[config.mk]
export PLATFORM = sky130hd
export DESIGN_NAME = ps2_rx_flat
export DESIGN_NICKNAME = d
export VERILOG_FILES = /design/src/rtl/ps2_pkg.sv /design/src/rtl/ps2_rx_if.sv /design/src/rtl/ps2_clk_filter.sv /design/src/rtl/ps2_rx.sv /design/src/flat_wrapper.sv
export SDC_FILE = /design/constraint.sdc
export NUM_CORES = 1
export LEC_CHECK = 0
export BUFFER_PORTS_ARGS = -buffer_cell sky130_fd_sc_hd__buf_2
export CAP_MARGIN = 30
export CORE_MARGIN = 2
export CORE_UTILIZATION = 64
export CTS_CLUSTER_SIZE = 16
export DETAILED_ROUTE_END_ITERATION = 6
export MAX_ROUTING_LAYER = met4
export PLACE_DENSITY_LB_ADDON = 0.08
export SLEW_MARGIN = 20
export SYNTH_ARGS = -nofsm -noshare
export SYNTH_HDL_FRONTEND = slang
export SYNTH_SLANG_ARGS = --single-unit
[constraint.sdc]
create_clock -name clk -period 4.3 [get_ports clk]
set_input_delay 0.86 -clock clk [delete_from_list [all_inputs] [get_ports clk]]
set_output_delay 0.86 -clock clk [all_outputs]
set_load 0.02 [all_outputs]
[src/rtl/ps2_pkg.sv]
// Shared PS/2 receiver types and scan-code constants.
// Also used by the paddle controller for its key map.
package ps2_pkg;

  typedef enum logic [1:0] {
    IDLE,
    DATA,
    PARITY,
    STOP
  } state_t;

  localparam logic [7:0] SC_BREAK = 8'hF0;
  localparam logic [7:0] SC_EXT   = 8'hE0;

  localparam logic [7:0] KEY_W = 8'h1D;
  localparam logic [7:0] KEY_S = 8'h1B;
  localparam logic [7:0] KEY_I = 8'h43;
  localparam logic [7:0] KEY_K = 8'h42;

endpackage

[src/rtl/ps2_rx_if.sv]
// PS/2 pins plus decoded scan-code strobes.
// slave: the receiver; master: pins driver / code consumer.
interface ps2_rx_if;

  logic       ps2_clk;
  logic       ps2_data;
  logic [7:0] scan_code;
  logic       scan_ready;
  logic       frame_err;

  modport slave (
    input  ps2_clk,
    input  ps2_data,
    output scan_code,
    output scan_ready,
    output frame_err
  );

  modport master (
    output ps2_clk,
    output ps2_data,
    input  scan_code,
    input  scan_ready,
    input  frame_err
  );

endinterface

[src/rtl/ps2_clk_filter.sv]
// Synchronises PS/2 clock/data, deglitches the clock
// and emits a one-cycle strobe on each filtered falling edge.
module ps2_clk_filter #(
  parameter int FILTER_LEN = 4
) (
  input  logic clk,
  input  logic rst_n,
  input  logic ps2_clk,
  input  logic ps2_data,
  output logic fall,
  output logic sdata
);

  localparam int CW = $clog2(FILTER_LEN);
  localparam logic [CW-1:0] LAST = CW'(FILTER_LEN - 1);

  logic [1:0]    csync;
  logic [1:0]    dsync;
  logic          fclk;
  logic [CW-1:0] cnt;

  assign sdata = dsync[1];

  // two-flop synchronisers, idle-high after reset
  always_ff @(posedge clk or negedge rst_n) begin
    if (!rst_n) begin
      csync <= 2'b11;
      dsync <= 2'b11;
    end else begin
      csync <= {csync[0], ps2_clk};
      dsync <= {dsync[0], ps2_data};
    end
  end

  // fclk follows the pin only after FILTER_LEN equal samples
  always_ff @(posedge clk or negedge rst_n) begin
    if (!rst_n) begin
      fclk <= 1'b1;
      cnt  <= '0;
      fall <= 1'b0;
    end else begin
      fall <= 1'b0;
      if (csync[1] == fclk) begin
        cnt <= '0;
      end else if (cnt == LAST) begin
        cnt  <= '0;
        fclk <= csync[1];
        fall <= ~csync[1];
      end else begin
        cnt <= cnt + 1'b1;
      end
    end
  end

endmodule

[src/rtl/ps2_rx.sv]
// PS/2 device-to-host frame receiver with parity/stop check and watchdog.
// Optional break/extended-code suppression: define PS2_BREAK_FILTER_EN.
module ps2_rx
  import ps2_pkg::*;
#(
  parameter int FILTER_LEN     = 4,
  parameter int TIMEOUT_CYCLES = 50000
) (
  input  logic     clk,
  input  logic     rst_n,
  ps2_rx_if.slave  bus
);

  localparam int WW = $clog2(TIMEOUT_CYCLES + 1);
  localparam logic [WW-1:0] WD_MAX = WW'(TIMEOUT_CYCLES);

  logic          fall;
  logic          sdata;
  state_t        state, state_n;
  logic [2:0]    bit_cnt, bit_cnt_n;
  logic [7:0]    shift, shift_n;
  logic          par, par_n;
  logic [WW-1:0] wd;
  logic          timeout;
  logic          accept;
  logic          err;
  logic          strobe;
  logic [7:0]    code_q;
  logic          ready_q;
  logic          err_q;

  ps2_clk_filter #(
    .FILTER_LEN(FILTER_LEN)
  ) u_filt (
    .clk     (clk),
    .rst_n   (rst_n),
    .ps2_clk (bus.ps2_clk),
    .ps2_data(bus.ps2_data),
    .fall    (fall),
    .sdata   (sdata)
  );

  assign timeout = (state != IDLE) && (wd == WD_MAX);

  // frame state and shift registers
  always_ff @(posedge clk or negedge rst_n) begin
    if (!rst_n) begin
      state   <= IDLE;
      bit_cnt <= '0;
      shift   <= '0;
      par     <= 1'b0;
    end else begin
      state   <= state_n;
      bit_cnt <= bit_cnt_n;
      shift   <= shift_n;
      par     <= par_n;
    end
  end

  // next-state, bit capture and frame verdict
  always_comb begin
    state_n   = state;
    bit_cnt_n = bit_cnt;
    shift_n   = shift;
    par_n     = par;
    accept    = 1'b0;
    err       = 1'b0;
    if (timeout) begin
      state_n = IDLE;
      err     = 1'b1;
    end else if (fall) begin
      unique case (state)
        IDLE: begin
          if (!sdata) begin
            state_n   = DATA;
            bit_cnt_n = '0;
          end
        end
        DATA: begin
          shift_n   = {sdata, shift[7:1]};
          bit_cnt_n = bit_cnt + 3'd1;
          if (bit_cnt == 3'd7) state_n = PARITY;
        end
        PARITY: begin
          par_n   = sdata;
          state_n = STOP;
        end
        STOP: begin
          state_n = IDLE;
          if (sdata && ^{shift, par}) accept = 1'b1;
          else                        err    = 1'b1;
        end
      endcase
    end
  end

  // watchdog: cleared by edges and in IDLE, saturates at limit
  always_ff @(posedge clk or negedge rst_n) begin
    if (!rst_n) begin
      wd <= '0;
    end else if (fall || state == IDLE) begin
      wd <= '0;
    end else if (wd != WD_MAX) begin
      wd <= wd + 1'b1;
    end
  end

`ifdef PS2_BREAK_FILTER_EN
  logic break_pend;

  assign strobe = accept && !break_pend &&
                  shift != SC_BREAK && shift != SC_EXT;

  // remembers an F0 prefix so the following release code is dropped
  always_ff @(posedge clk or negedge rst_n) begin
    if (!rst_n) begin
      break_pend <= 1'b0;
    end else if (err) begin
      break_pend <= 1'b0;
    end else if (accept) begin
      if (shift == SC_BREAK)   break_pend <= 1'b1;
      else if (shift != SC_EXT) break_pend <= 1'b0;
    end
  end
`else
  assign strobe = accept;
`endif

  // registered outputs: one cycle after the stop-bit edge
  always_ff @(posedge clk or negedge rst_n) begin
    if (!rst_n) begin
      code_q  <= 8'h00;
      ready_q <= 1'b0;
      err_q   <= 1'b0;
    end else begin
      ready_q <= strobe;
      err_q   <= err;
      if (accept) code_q <= shift;
    end
  end

  assign bus.scan_code  = code_q;
  assign bus.scan_ready = ready_q;
  assign bus.frame_err  = err_q;

endmodule

[src/flat_wrapper.sv]
// flat-port wrapper written by rule: the top's interface ports become plain ports
module ps2_rx_flat import ps2_pkg::*;
#(
  parameter int FILTER_LEN     = 4,
  parameter int TIMEOUT_CYCLES = 50000
)
  (clk, rst_n, bus_ps2_clk, bus_ps2_data, bus_scan_code, bus_scan_ready, bus_frame_err);
  ps2_rx_if bus_i ();
  input  logic clk;
  input  logic rst_n;
  input wire logic [$bits(bus_i.ps2_clk)-1:0] bus_ps2_clk;
  input wire logic [$bits(bus_i.ps2_data)-1:0] bus_ps2_data;
  output wire logic [$bits(bus_i.scan_code)-1:0] bus_scan_code;
  output wire logic [$bits(bus_i.scan_ready)-1:0] bus_scan_ready;
  output wire logic [$bits(bus_i.frame_err)-1:0] bus_frame_err;
  assign bus_i.ps2_clk = bus_ps2_clk;
  assign bus_i.ps2_data = bus_ps2_data;
  assign bus_scan_code = bus_i.scan_code;
  assign bus_scan_ready = bus_i.scan_ready;
  assign bus_frame_err = bus_i.frame_err;
  ps2_rx #(.FILTER_LEN(FILTER_LEN), .TIMEOUT_CYCLES(TIMEOUT_CYCLES)) u_core (.clk(clk), .rst_n(rst_n), .bus(bus_i));
endmodule
# == After elaboration in Yosys (flattened, before gate mapping) ==
# Cells that the tools add are included.
# word_totals
regBits,48
inputBits,4
output_inout_bits,10
elab_cells,65
# classes
add_sub_neg,3
n_eq_ne,11
muxes,21
bitwise,3
reduce_logical,14
# op_table
cell,n
2-to-1 mux 16 bit,2
"adder 16 x 1 -> 16 bit, second input constant",1
"equality test 16 bit, second input constant",1
"!= test 16 bit, second input constant",1
2-to-1 mux 2 bit,6
2-to-1 mux 1 bit,10
AND reduction 3 bit,3
parity 9 bit,1
case mux 2 bit (4 select lines),1
nonzero test 2 bit,4
"equality test 2 bit, second input constant",3
case mux 3 bit (2 select lines),1
AND reduction 4 bit,1
"adder 3 x 1 -> 3 bit, second input constant",1
"equality test 3 bit, second input constant",1
2-to-1 mux 3 bit,1
"!= test 3 x 1 -> 1 bit, second input constant",1
"!= test 3 x 2 -> 1 bit, second input constant",1
inverter 1 bit,3
"adder 2 x 1 -> 2 bit, second input constant",1
"equality test 2 x 1 -> 1 bit, second input constant",1
logical AND 1 bit,2
logical NOT 2 bit,1
"!= test 2 bit, second input constant",1
other kinds (3),3

# == Depth between registers and ports, before layout ==
# depth
depth_word,6
ltp_mapped,8
depth_no_buf,7

# == Modules after synthesis ==
# Synthesis repeated with hierarchy kept, for this count alone.
# unflattened
cells_unflattened,190
hier_area_um2,2316.0
# by_module_without_submodules
mod,n_inst,cells_per_inst,area_per_inst_um2,seq_area_each_um2
ps2_rx,1,176,2050.7,1001.0
ps2_clk_filter,1,14,265.3,206.4

# == Worst setup path after synthesis ==
# Ideal clock, no wire load.
# synth_timing
path_kind,register to register
from,reg u_core.wd[0]
to,reg u_core.shift[0]
setup_time_ns,0.125
arrival_time_ns,2.129
required_time_ns,4.175
setup_slack_ns,2.046
stages_incl_launch_ff,8
n_path_buf,1
synth_period_minus_slack_ns,2.254
cell_sequence,dfrtp_1 inv_1 ha_1 or4b_1 or4_4 nand2_4 buf_8 mux2_2
# synth_via
elab_chain_len,4
# synth_rtl
element,line,text
"start, declared",ps2_rx.sv:23,logic [WW-1:0] wd;
"start signal, assigned",ps2_rx.sv:104,wd <= wd + 1'b1;
equality test 16 bit,ps2_rx.sv:43,assign timeout = (state != IDLE) && (wd == WD_MAX);
logical AND 1 bit,ps2_rx.sv:43,
inverter 1 bit (no line),--,
AND reduction 3 bit (no line),--,
"end signal, assigned",ps2_rx.sv:55,shift <= shift_n;
"end, declared",ps2_rx.sv:21,"logic [7:0] shift, shift_n;"
# No other way between the ends.
# A chain may end at the register's enable or synchronous reset.

# == Worst setup path in the final report ==
# layout_timing
from,reg u_core.wd[0]
to,reg u_core.code_q[7] (netlist: u_core.bus.scan_code[7])
# layout_via
elab_chain_len,3
# layout_rtl
element,line,text
equality test 16 bit,ps2_rx.sv:43,
logical AND 1 bit,ps2_rx.sv:43,
2-to-1 mux 1 bit,ps2_rx.sv:68,if (timeout) begin
"end signal, assigned",ps2_rx.sv:138,if (accept) code_q <= shift;
"end, declared",ps2_rx.sv:28,logic [7:0] code_q;
# No other way between the ends.

==> impl_metrics.json <==
{
  "relSlewSlack_pct": 61.98,
  "grt_max_degree": 29,
  "clock_tree.root_cell": "clkbuf_4",
  "area_delta_synth_final_pct": 8.649,
  "path_cells": "inv_1, ha_1, or4b_1, nor4_4, nand2b_2, nand4_4, mux2_2",
  "ys.flop_type": "dfrtp_1",
  "crit_fanout": 9,
  "endpoint_kind": "flip-flop",
  "port-buffer-count": 13,
  "die_y_um": 64.51,
  "arrival_ns": 2.80,
  "grt_overflow_total": 0,
  "hold_viol_final": 0,
  "crit_slowest_cell": "nor4_4",
  "pwr-share-seq_pct": 53.0,
  "rows": 21,
  "ctsHoldBuffers": 0,
  "p_per_area_nw_per_um2": 378.8,
  "drc": 0,
  "place_ws_ns": 1.802,
  "cts.sinks": 48,
  "cp-start-kind": "flip-flop",
  "status": "finished, final reports clean",
  "boundaryPins": 14,
  "vdd_drop_max_mv": 0.2476,
  "drtIter0Drc": 105,
  "period_minus_slack_ns": 2.556,
  "cts_buffer_depth": 2,
  "viasPerCell": 5.695,
  "layout-drive-gt1-share_pct": 28.64,
  "cts_setup_buffers": 0,
  "wire_per_inst_um": 15.07,
  "critical_path_required_ns": 4.54,
  "tritoncts.num_buffers": 5,
  "clk_latency_ns": 0.36,
  "cts-resized-gates": 0,
  "synthArstFlopShare_pct": 100.0,
  "routed_wl_um": 3903,
  "yosysWarningCount": 0,
  "final_max_slew_viol_count": 0,
  "grt_pass1_wl_um": 7051,
  "die_w_um": 64.51,
  "cts.clk_slew.worst_paths_ns": 0.14,
  "switching_share_pct": 27.73,
  "first_global_vias": 1562,
  "net-switching-power_w": 0.0002674,
  "critical-path-max-stage-delay_ns": 0.53,
  "routed-via-count": 1475,
  "power.leakage_nw": 1.199,
  "p_int_w": 0.0006970,
  "start_util_pct": 68.61,
  "core_area_um2": 3416,
  "grt_use_met2_pct": 37.63,
  "antenna_found_initial": 0,
  "fmax_ghz": 0.3912,
  "hp-class": "flip-flop to flip-flop",
  "drv_cap": 0,
  "cp.buffers_inverters": 1,
  "tritoncts": "yes",
  "die_area_um2": 4162,
  "yosysSeqAreaShare_pct": 51.52,
  "hold_ws_ns": 0.3647,
  "syn_area_um2": 2343,
  "path_delay_family": "simple AND/OR/NAND/NOR gates",
  "grt_use_met3_pct": 5.903,
  "gr-max-usage-layer": "met2",
  "htreeDepth": 2,
  "period_share_pct": 59.44,
  "mostFrequentLayoutCell": "dfrtp_1",
  "syn-instance-count": 196,
  "ys_ff_latch": 48,
  "yosysUniqueCellTypes": 48,
  "place.gp.congestion": 0.8077,
  "setup_slack_ns": 1.744,
  "grt.total_usage_pct": 23.02,
  "synth-edff-count": 0,
  "placed_cells": 251,
  "antenna_cells": 0,
  "nets": 225,
  "instances_no_fill": 259,
  "clock_power_share_pct": 29.0,
  "tightest_slew_ns": 0.5660,
  "met1_usage_pct": 27.88,
  "synth_nets": 209,
  "drtAntennaViolNets": 0,
  "final_cell_mix": "dfrtp_1, mux2_2, nor2_1",
  "syn_area_per_cell_um2": 11.96,
  "critPathKind": "flip-flop to flip-flop",
  "dp_hpwl_um": 2901,
  "first_pass_iters": 5,
  "setup_viol_count_final": 0,
  "finalClockSkew_ns": 0.01415,
  "rsz0062_at_grt": "false",
  "p_comb_share_pct": 18.0,
  "setup_tns_ns": 0
}
stage by stage:
stage          util, %  instance area [um2]  total power, W
6_report         74.54                 2546       0.0009644
2_1_floorplan        -                 2344       0.0006481
3_5_place_dp     71.90                 2456       0.0006969
5_1_grt          74.54                 2546        0.001022
4_1_cts          74.54                 2546       0.0009775
3_3_place_gp     71.32                 2436       0.0006785
Yosys cell counts (2+ instances only):
cell | n | area share (%)
mux2_2 | 19 | 9.1
clkbuf_1 | 4 | 0.64
nand2_1 | 9 | 1.4
xor2_1 | 9 | 3.4
o21ai_0 | 3 | 0.64
and2_1 | 3 | 0.80
o22ai_1 | 2 | 0.53
xnor2_1 | 9 | 3.4
dfrtp_1 | 43 | 46
nand2b_1 | 3 | 0.80
nand4_1 | 2 | 0.53
ha_1 | 9 | 4.8
a21oi_1 | 5 | 1.1
inv_1 | 11 | 1.8
a31o_2 | 2 | 0.75
o311ai_0 | 2 | 0.75
nand3_1 | 8 | 1.7
or3_1 | 3 | 0.80
dfstp_2 | 5 | 5.6
mux2i_1 | 2 | 0.85
nor2_1 | 16 | 2.6
cell type report:
cell class	instances	area [um2]
clock buffer	6	51.30
clock inverter	2	38.79
fill	228	869.6
inverter	11	41.29
multi-input combinational	132	1065
sequential	48	1207
tap	46	57.56
timing repair buffer	14	85.08
cell families after synthesis:
| group | share of synthesized area, % |
|---|---|
| AOI/OAI and AO/OA | 5.125 |
| DFF | 51.52 |
| muxes | 9.984 |
| xor gates and xnor gates | 7.689 |
| buffers and inverters | 3.043 |
| adders and majority gates | 4.805 |
| and+or+nand+nor | 17.83 |
state kept, by name (all words and copies together) (netlist names):
name,count
u_core.state,2
u_core.shift,8
u_core.par,1
u_core.u_filt.cnt,2
u_core.bit_cnt,3
u_core.wd,16
u_core.bus.scan_code,8
u_core.u_filt.dsync,2
u_core.bus.frame_err,1
u_core.bus.scan_ready,1
u_core.u_filt.csync,2
u_core.u_filt.fall,1
u_core.u_filt.fclk,1
routing by layer:
metal  vias up  routed length (um)
met5         -                   0
met4         0                  68
met3         7                 170
met2        37                2014
met1       724                1650
li1        707                   -
power groups by stage:
stage	clock network, W	registers, W	logic, W
2_1_floorplan	0	0.000511	0.000137
3_3_place_gp	0	0.000517	0.000162
3_5_place_dp	0	0.000520	0.000177
4_1_cts	0.000289	0.000511	0.000178
5_1_grt	0.000308	0.000516	0.000197
6_report	0.000280	0.000511	0.000174
final timing paths:
kind / from / cells after the start / endpoint / slack (ns)
setup / recovery: u_core.wd[0] / 7 / u_core.bus.scan_code[7] / 1.74
min in group asynchronous: rst_n / 1 / u_core.par / 0.44
hold reg to reg: u_core.u_filt.dsync[0] / 0 / u_core.u_filt.dsync[1] / 0.36
max in group asynchronous: rst_n / 2 / u_core.u_filt.fclk / 3.26
setup reg to reg: u_core.wd[0] / 7 / u_core.bus.scan_code[7] / 1.74
hold / removal: u_core.u_filt.dsync[0] / 0 / u_core.u_filt.dsync[1] / 0.36
(Power assumes the default switching activity.)
